===== config.mk =====
export PLATFORM = sky130hd
export DESIGN_NAME = rst_seq_ctrl
export DESIGN_NICKNAME = d
export VERILOG_FILES = /design/src/rtl/rst_seq_ctrl.sv
export SDC_FILE = /design/constraint.sdc
export NUM_CORES = 1
export LEC_CHECK = 0
export BUFFER_PORTS_ARGS = -buffer_cell sky130_fd_sc_hd__buf_2
export CORE_AREA = 2 2 62 59
export CTS_CLUSTER_SIZE = 16
export DETAILED_ROUTE_END_ITERATION = 7
export DIE_AREA = 0 0 64 61
export GPL_TIMING_DRIVEN = 1
export PLACE_DENSITY = 0.73
export SYNTH_ARGS = -nofsm -noshare
export SYNTH_HDL_FRONTEND = slang
export SYNTH_SLANG_ARGS = --single-unit
export TNS_END_PERCENT = 30

===== constraint.sdc =====
create_clock -name clk_in -period 4.4 [get_ports clk_in]
set_input_delay 0.44 -clock clk_in [delete_from_list [all_inputs] [get_ports clk_in]]
set_output_delay 0.44 -clock clk_in [all_outputs]
set_load 0.05 [all_outputs]

===== src/rtl/rst_seq_ctrl.sv =====
// Reset sequencer: releases N_DOM active-low domain resets in ascending order at fixed spacing
// after power-on and PLL lock, with lock-loss recovery and masked software re-reset.
module rst_seq_ctrl #(
  parameter int N_DOM       = 4,
  parameter int SYNC_STAGES = 2,
  parameter int POR_CYCLES  = 16,
  parameter int STEP_CYCLES = 8,
  parameter int CNT_W       = 8
) (
  input  logic             clk_in,
  input  logic             RSTn,
  input  logic             lock_in,
  input  logic             soft_rst_req,
  input  logic [N_DOM-1:0] soft_rst_mask,
  output logic [N_DOM-1:0] rst_n_out,
  output logic             rst_done,
  output logic [2:0]       seq_state
);

  typedef enum logic [2:0] {
    HOLD      = 3'd0,
    WAIT_LOCK = 3'd1,
    SEQ       = 3'd2,
    RUN       = 3'd3,
    SOFT      = 3'd4
  } state_e;

  localparam logic [CNT_W-1:0] POR_LAST  = CNT_W'(POR_CYCLES - 1);
  localparam logic [CNT_W-1:0] STEP_LAST = CNT_W'(STEP_CYCLES - 1);

  logic [SYNC_STAGES-1:0] rst_sync_q;
  logic [SYNC_STAGES-1:0] lock_sync_q;
  logic                   rst_sync_n;
  logic                   lock_s;

  state_e           state_q, state_d;
  logic [CNT_W-1:0] cnt_q, cnt_d;
  logic [N_DOM-1:0] pend_q, pend_d;
  logic [N_DOM-1:0] mask_q, mask_d;
  logic             req_q;
  logic [N_DOM-1:0] rst_out_q, rst_out_d;
  logic             done_q, done_d;

  logic             req_edge;
  logic [N_DOM-1:0] low_bit;
  logic [N_DOM-1:0] rel_mask;

  // Reset release is synchronised; assertion stays fully asynchronous.
  always_ff @(posedge clk_in or negedge RSTn) begin
    if (!RSTn) begin
      rst_sync_q <= '0;
    end else begin
      rst_sync_q <= {rst_sync_q[SYNC_STAGES-2:0], 1'b1};
    end
  end

  always_ff @(posedge clk_in or negedge RSTn) begin
    if (!RSTn) begin
      lock_sync_q <= '0;
    end else begin
      lock_sync_q <= {lock_sync_q[SYNC_STAGES-2:0], lock_in};
    end
  end

  assign rst_sync_n = rst_sync_q[SYNC_STAGES-1];
  assign lock_s     = lock_sync_q[SYNC_STAGES-1];

  assign req_edge = soft_rst_req & ~req_q;
  // Lowest pending domain is the next one to release, so skipped domains cost no time.
  assign low_bit  = pend_q & (~pend_q + N_DOM'(1));
  assign rel_mask = ((state_q == SEQ) && (cnt_q == STEP_LAST)) ? low_bit : '0;

  always_ff @(posedge clk_in or negedge RSTn) begin
    if (!RSTn) begin
      state_q   <= HOLD;
      cnt_q     <= '0;
      pend_q    <= '0;
      mask_q    <= '0;
      req_q     <= 1'b0;
      rst_out_q <= '0;
      done_q    <= 1'b0;
    end else begin
      state_q   <= state_d;
      cnt_q     <= cnt_d;
      pend_q    <= pend_d;
      mask_q    <= mask_d;
      req_q     <= soft_rst_req;
      rst_out_q <= rst_out_d;
      done_q    <= done_d;
    end
  end

  always_comb begin
    state_d = state_q;
    cnt_d   = cnt_q;
    pend_d  = pend_q;
    mask_d  = mask_q;
    unique case (state_q)
      HOLD: begin
        if (rst_sync_n) begin
          if (cnt_q == POR_LAST) begin
            cnt_d   = '0;
            state_d = WAIT_LOCK;
          end else begin
            cnt_d = cnt_q + CNT_W'(1);
          end
        end
      end
      WAIT_LOCK: begin
        if (lock_s) begin
          state_d = SEQ;
          cnt_d   = '0;
          pend_d  = '1;
        end
      end
      SEQ: begin
        if (!lock_s) begin
          state_d = WAIT_LOCK;
          cnt_d   = '0;
          pend_d  = '0;
        end else if (pend_q == '0) begin
          state_d = RUN;
          cnt_d   = '0;
        end else if (cnt_q == STEP_LAST) begin
          cnt_d  = '0;
          pend_d = pend_q & ~low_bit;
        end else begin
          cnt_d = cnt_q + CNT_W'(1);
        end
      end
      RUN: begin
        if (!lock_s) begin
          state_d = WAIT_LOCK;
          cnt_d   = '0;
          pend_d  = '0;
        end else if (req_edge && (soft_rst_mask != '0)) begin
          state_d = SOFT;
          cnt_d   = '0;
          mask_d  = soft_rst_mask;
        end
      end
      SOFT: begin
        if (!lock_s) begin
          state_d = WAIT_LOCK;
          cnt_d   = '0;
          pend_d  = '0;
        end else if (cnt_q == STEP_LAST) begin
          state_d = SEQ;
          cnt_d   = '0;
          pend_d  = mask_q;
        end else begin
          cnt_d = cnt_q + CNT_W'(1);
        end
      end
      default: begin
        state_d = HOLD;
        cnt_d   = '0;
        pend_d  = '0;
      end
    endcase
  end

  // Within SEQ the outputs only ever gain set bits, so releases are monotonic.
  always_comb begin
    rst_out_d = rst_out_q;
    done_d    = (state_d == RUN);
    unique case (state_d)
      HOLD, WAIT_LOCK: rst_out_d = '0;
      SEQ:             rst_out_d = rst_out_q | rel_mask;
      RUN:             rst_out_d = '1;
      SOFT:            rst_out_d = (state_q == RUN) ? ~soft_rst_mask : rst_out_q;
      default:         rst_out_d = '0;
    endcase
  end

  assign rst_n_out = rst_out_q;
  assign rst_done  = done_q;
  assign seq_state = state_q;

endmodule


# [Word-level counts from Yosys, hierarchy flattened]
# Index checks and enable logic that the tools add are counted.
[totals] mem_bits_rw=0 n_memories=0 output_inout_bits=8 input_bits=8 word_cells=76 mem_bits_ro=0 latchBits=0 ff_bits=29
[classes] muxes=31 multipliers=0 bitwise_logic=9 order_cmp=0 n_eq_ne=17 div_mod_pow=0 n_shift=0 addsub=2 reduce_logical=8
[op_table] operator="$mux 8" n=9
[op_table] operator="$pmux 8 s5" n=1
[op_table] operator="$mux 4" n=9
[op_table] operator="$mux 3" n=9
[op_table] operator="$pmux 4 s5" n=1
[op_table] operator="$pmux 3 s5" n=1
[op_table] operator="$eq 3x2->1 const B" n=4
[op_table] operator="$not 4->4" n=3
[op_table] operator="$pmux 4 s3" n=1
[op_table] operator="$ne 3x3->1 const B" n=3
[op_table] operator="$add 8x1->8 const B" n=1
[op_table] operator="$and 4x4->4" n=2
[op_table] operator="$eq 8x3->1 const B" n=1
[op_table] operator="$eq 8x4->1 const B" n=1
[op_table] operator="$ne 2x2->1 const B" n=4
[op_table] operator="$eq 3x3->1 const B" n=2
[op_table] operator="$reduce_and 3->1" n=2
[op_table] operator="$reduce_and 6->1" n=1
[op_table] operator="$add 4x1->4 const B" n=1
[op_table] operator="$logic_not 4->1" n=1
[op_table] operator="$or 4x4->4" n=1
[op_table] operator="$reduce_bool 4->1" n=1
[op_table] operator="$eq 3x1->1 const B" n=1
[op_table] operator="$logic_not 3->1" n=1
[op_table] operator="4 further kinds" n=6

# [Longest topological paths before layout]
[logic_depth] word_depth=9 mapped_depth=7 depth_no_buf=6

# [Worst setup path after synthesis]
# No wires, ideal clock.
[synth_path] path_type="flip-flop to flip-flop" startpoint="reg state_q[0] (netlist: seq_state[0])" endpoint="reg rst_out_q[3] (netlist: rst_n_out[3])" period_less_slack_ns=2.034 setup_slack_ns=2.366 t_required_ns=4.323 arrival_time_ns=1.957 stages_incl_launch_ff=8 setup_ns=0.077 path_buffers=2 cell_sequence="dfrtp_1 > buf_2 > nand4b_1 > or3_1 > buf_2 > nor2_1 > nor3_1 > a21oi_1"
[synth_between] elab_chain_len=5 word_cells_on_any_way=23 classes_between="8 x eq/ne; 12 x mux; 1 x bitwise; 2 x reduce/logical"
[synth_lines] item="start: declaration" line="36" rtl="state_e state_q, state_d;"
[synth_lines] item="start signal: assignment" line="83" rtl="state_q <= state_d;"
[synth_lines] item="$mux 3 (tied with other cells)" line="147" rtl="end else if (cnt_q == STEP_LAST) begin"
[synth_lines] item="$mux 3 (tied with other cells)" line="143" rtl="if (!lock_s) begin"
[synth_lines] item="$pmux 3 s5 / $mux 4 (equally long branches)" line="98, 71"
[synth_lines] item="$eq 3x3->1 (tied with other cells)" line="167" rtl="unique case (state_d)"
[synth_lines] item="$pmux 4 s3 / $ne 2x2->1 (equally long branches)"
[synth_lines] item="end signal: assignment" line="88" rtl="rst_out_q <= rst_out_d;"
[synth_lines] item="end: declaration" line="41" rtl="logic [N_DOM-1:0] rst_out_q, rst_out_d;"
# Several ways; a longest one is shown, not always the timed one.
# A chain may end at the register's enable or synchronous reset.

# [Final worst setup path]
[layout_path] startpoint="reg state_q[0] (netlist: seq_state[0])" endpoint="reg rst_out_q[1] (netlist: rst_n_out[1])"
# The elaborated chain is that of the path after synthesis.

==> reports/results.tsv <==
stage	metric	value	unit
run_status	status	finished, final reports clean	
cts	CTS Sinks	29	
setup_path	CP required	4.67	ns
floorplan	Initial Util	53.4	%
floorplan	Core Area	0.00323	mm^2
floorplan	Core Rows	20	
routing	top layer reached by signal wires	met4	
routing	drt first pass iters	4	
sta	worst-margin pin slew	0.651	ns
cts	Max H-tree Level	2	
finish	Design Area, Final	0.00187	mm^2
routing	Metal-1 WL	1.76	mm
floorplan	Die ar.	0.00390	mm^2
cts	CTS resizes	0	
sta	min cycle time layout	2.20	ns
setup_path	CP endpoint kind	register	
finish	Final Net Count	195	
power_and_ir_drop	VDD IR-drop max	0.000311	V
sta	final hold violation count	0	
floorplan	IO Pins	16	
yosys	EDFF count, synth	0	
yosys	commonest register cell after synthesis	dfrtp_1	
routing	Routed WL per cell	16.5	um
yosys	warnings from Yosys	0	
yosys	Commonest cells post-synth	dfrtp_1, nor2_1, nand2_1	
yosys	top cells by area, synth	dfrtp_1, nor2_1, mux2_2, a21oi_1, nand2_1	
floorplan	DIE HEIGHT	61	um
sta	max-slew violations	0	
cts	Clock transition at path regs	0.11	ns
sta	final setup fails	0	
routing	via count	1452	
yosys	most instantiated library cell after synthesis	dfrtp_1	
global_routing	largest net degree at the start of global routing	30	
cts	Clock Path Buffers	2	
cts	TritonCTS clock tree	built	
setup_path	worst reg2reg path depth	5	
sta	Fin Setup TNS	0	ns
min_path	worst min-delay path class	in2async	
yosys	Yosys top cell area share	42.1	%
global_routing	Remaining Overflow, GRT	0	
sta	fmax	455	MHz
routing	Detail Route met3 WL	309	um
routing	DR iter-0 viols	107	
cts	number of CTS-inserted buffers	5	
cts	Root Driver	clkbuf_4	
setup_path	largest fanout on the critical path	21	
routing	Post-Route WL	3.80	mm
yosys	Synth cell types	54	
global_routing	antenna violations before repair	0	
yosys	post-synth top area cell	dfrtp_1	
sta	Slew headroom	56.6	%
global_routing	vias in the first global route	1345	
finish	Area Overhead vs Synth	8.79	%
cts	worst-skew pair later-pin latency	0.34	ns
yosys	Synthesized Nets	180	
yosys	Cell Area, Synth	0.00172	mm^2
setup_path	Setup CP Type	reg2reg	
global_routing	global-route usage over all layers	21.5	%
place	dpl hpwl	2.67	mm
routing	post-route ant nets	0	
yosys	syn_area_per_cell	10.1	um^2
global_routing	first-pass GRT wire length	6.42	mm
setup_path	CP Launch Type	register	
place	port bufs	15	
sta	skew final	0.0114	ns
cts	Setup Fix Bufs, Post-CTS	0	
flow_run	Max-cap violations	0	
routing	Avg Vias per Cell	6.29	
routing	DR WL met2	1.65	mm
routing	DRC Markers	0	
sta	RSZ-0062 raised after global routing	no	
place	post-placement cell area	0.00181	mm^2
power_and_ir_drop	Leak Pwr	0.843	nW
cts	hold buffers post-CTS	0	
finish	diode count	0	
yosys	register area share after synthesis	42.1	%
place	Placer Congestion	0.831	
yosys	Seq cells post-synth	29	
sta	crit share post-route	49.9	%
yosys	Synth Instances	171	
finish	utilization after layout	58.1	%
yosys	Async SR Flop Fraction	100	%
power_and_ir_drop	P per Cell Area	513	mW/mm^2
setup_path	worst endpoint data arrival time	2.46	ns
floorplan	Die Width	64	um
finish	layout cells sized above 1	22.5	%
state kept, by name, indices dropped and copies added, names as in the netlist:
signal,flops
rst_sync_q,2
seq_state,3
pend_q,4
req_q,1
rst_n_out,4
cnt_q,8
mask_q,4
lock_sync_q,2
rst_done,1
through the flow:
step | power [mW] | instances | hold WS (ns) | worst slack [ns]
global placement | 0.779 | 223 | 0.337 | 2.29
global route | 1.02 | 231 | 0.151 | 2.00
floorplan | 0.705 | 171 | 0.144 | 2.37
CTS | 0.959 | 231 | 0.130 | 2.22
detailed placement | 0.792 | 223 | 0.346 | 2.27
finish | 0.962 | 231 | 0.101 | 2.20
critical path: stages (launching register included):
cell and delay, ns:
dfrtp_1 0.78, nand4b_1 0.31, or3_1 0.57, nor2_1 0.21
a311oi_1 0.07, a21oi_1 0.17
area by class of cell:
type                            count  area [um^2]
Multi-Input combinational cell    130          940
Clock buffer                        5         37.5
Sequential cell                    29          726
Clock inverter                      3         22.5
Inverter                            5         18.8
Timing Repair Buffer               15         75.1
Fill cell                         273         1350
Tap cell                           44         55.1
layer usage:
metal  track usage [%]  vias up
li1                  -      677
met1              30.1      700
met2              31.7       64
met3              5.38       11
met4              9.94        0
met5                 0        -
power by group:
part           switching [mW]  total [mW]  internal [mW]
logic                   0.248       0.402          0.154
registers              0.0789       0.394          0.315
clock network           0.105       0.166         0.0616
total                   0.432       0.962          0.530
path summary, 6_finish.rpt:
path	from	end	slack, ns
worst max-delay path	seq_state[0]$_DFF_PN0_	rst_n_out[1]$_DFFE_PN0P_	2.20
worst min-delay path	RSTn	cnt_q[4]$_DFFE_PN0P_	0.10
worst max register to register	seq_state[0]$_DFF_PN0_	rst_n_out[1]$_DFFE_PN0P_	2.20
worst min register to register	lock_sync_q[0]$_DFF_PN0_	lock_sync_q[1]$_DFF_PN0_	0.37
max in group asynchronous	RSTn	rst_n_out[2]$_DFFE_PN0P_	3.88
min in group clk_in	lock_in	lock_sync_q[0]$_DFF_PN0_	0.21
logic make-up (layout without fill, tap and decap cells):
logic type	Yosys count	after routing	share of synthesized area (%)
AOI/OAI and AO/OA	60	60	28.6
other	1	1	0.218
DFF	29	29	42.1
muxes	5	5	3.27
buffers and inverters	12	28	3.34
and+or+nand+nor	63	63	21.7
adders and majority gates	1	1	0.726
cells in the final DEF (no fill, tap or decap), types with 6 or more instances in the layout:
master / instances
a21oi_1: 9
o21ai_1: 7
nand2_1: 11
dfrtp_1: 29
nor2_1: 17
nor2b_1: 6
buf_2: 15
Power figures use the tool's default switching activity.
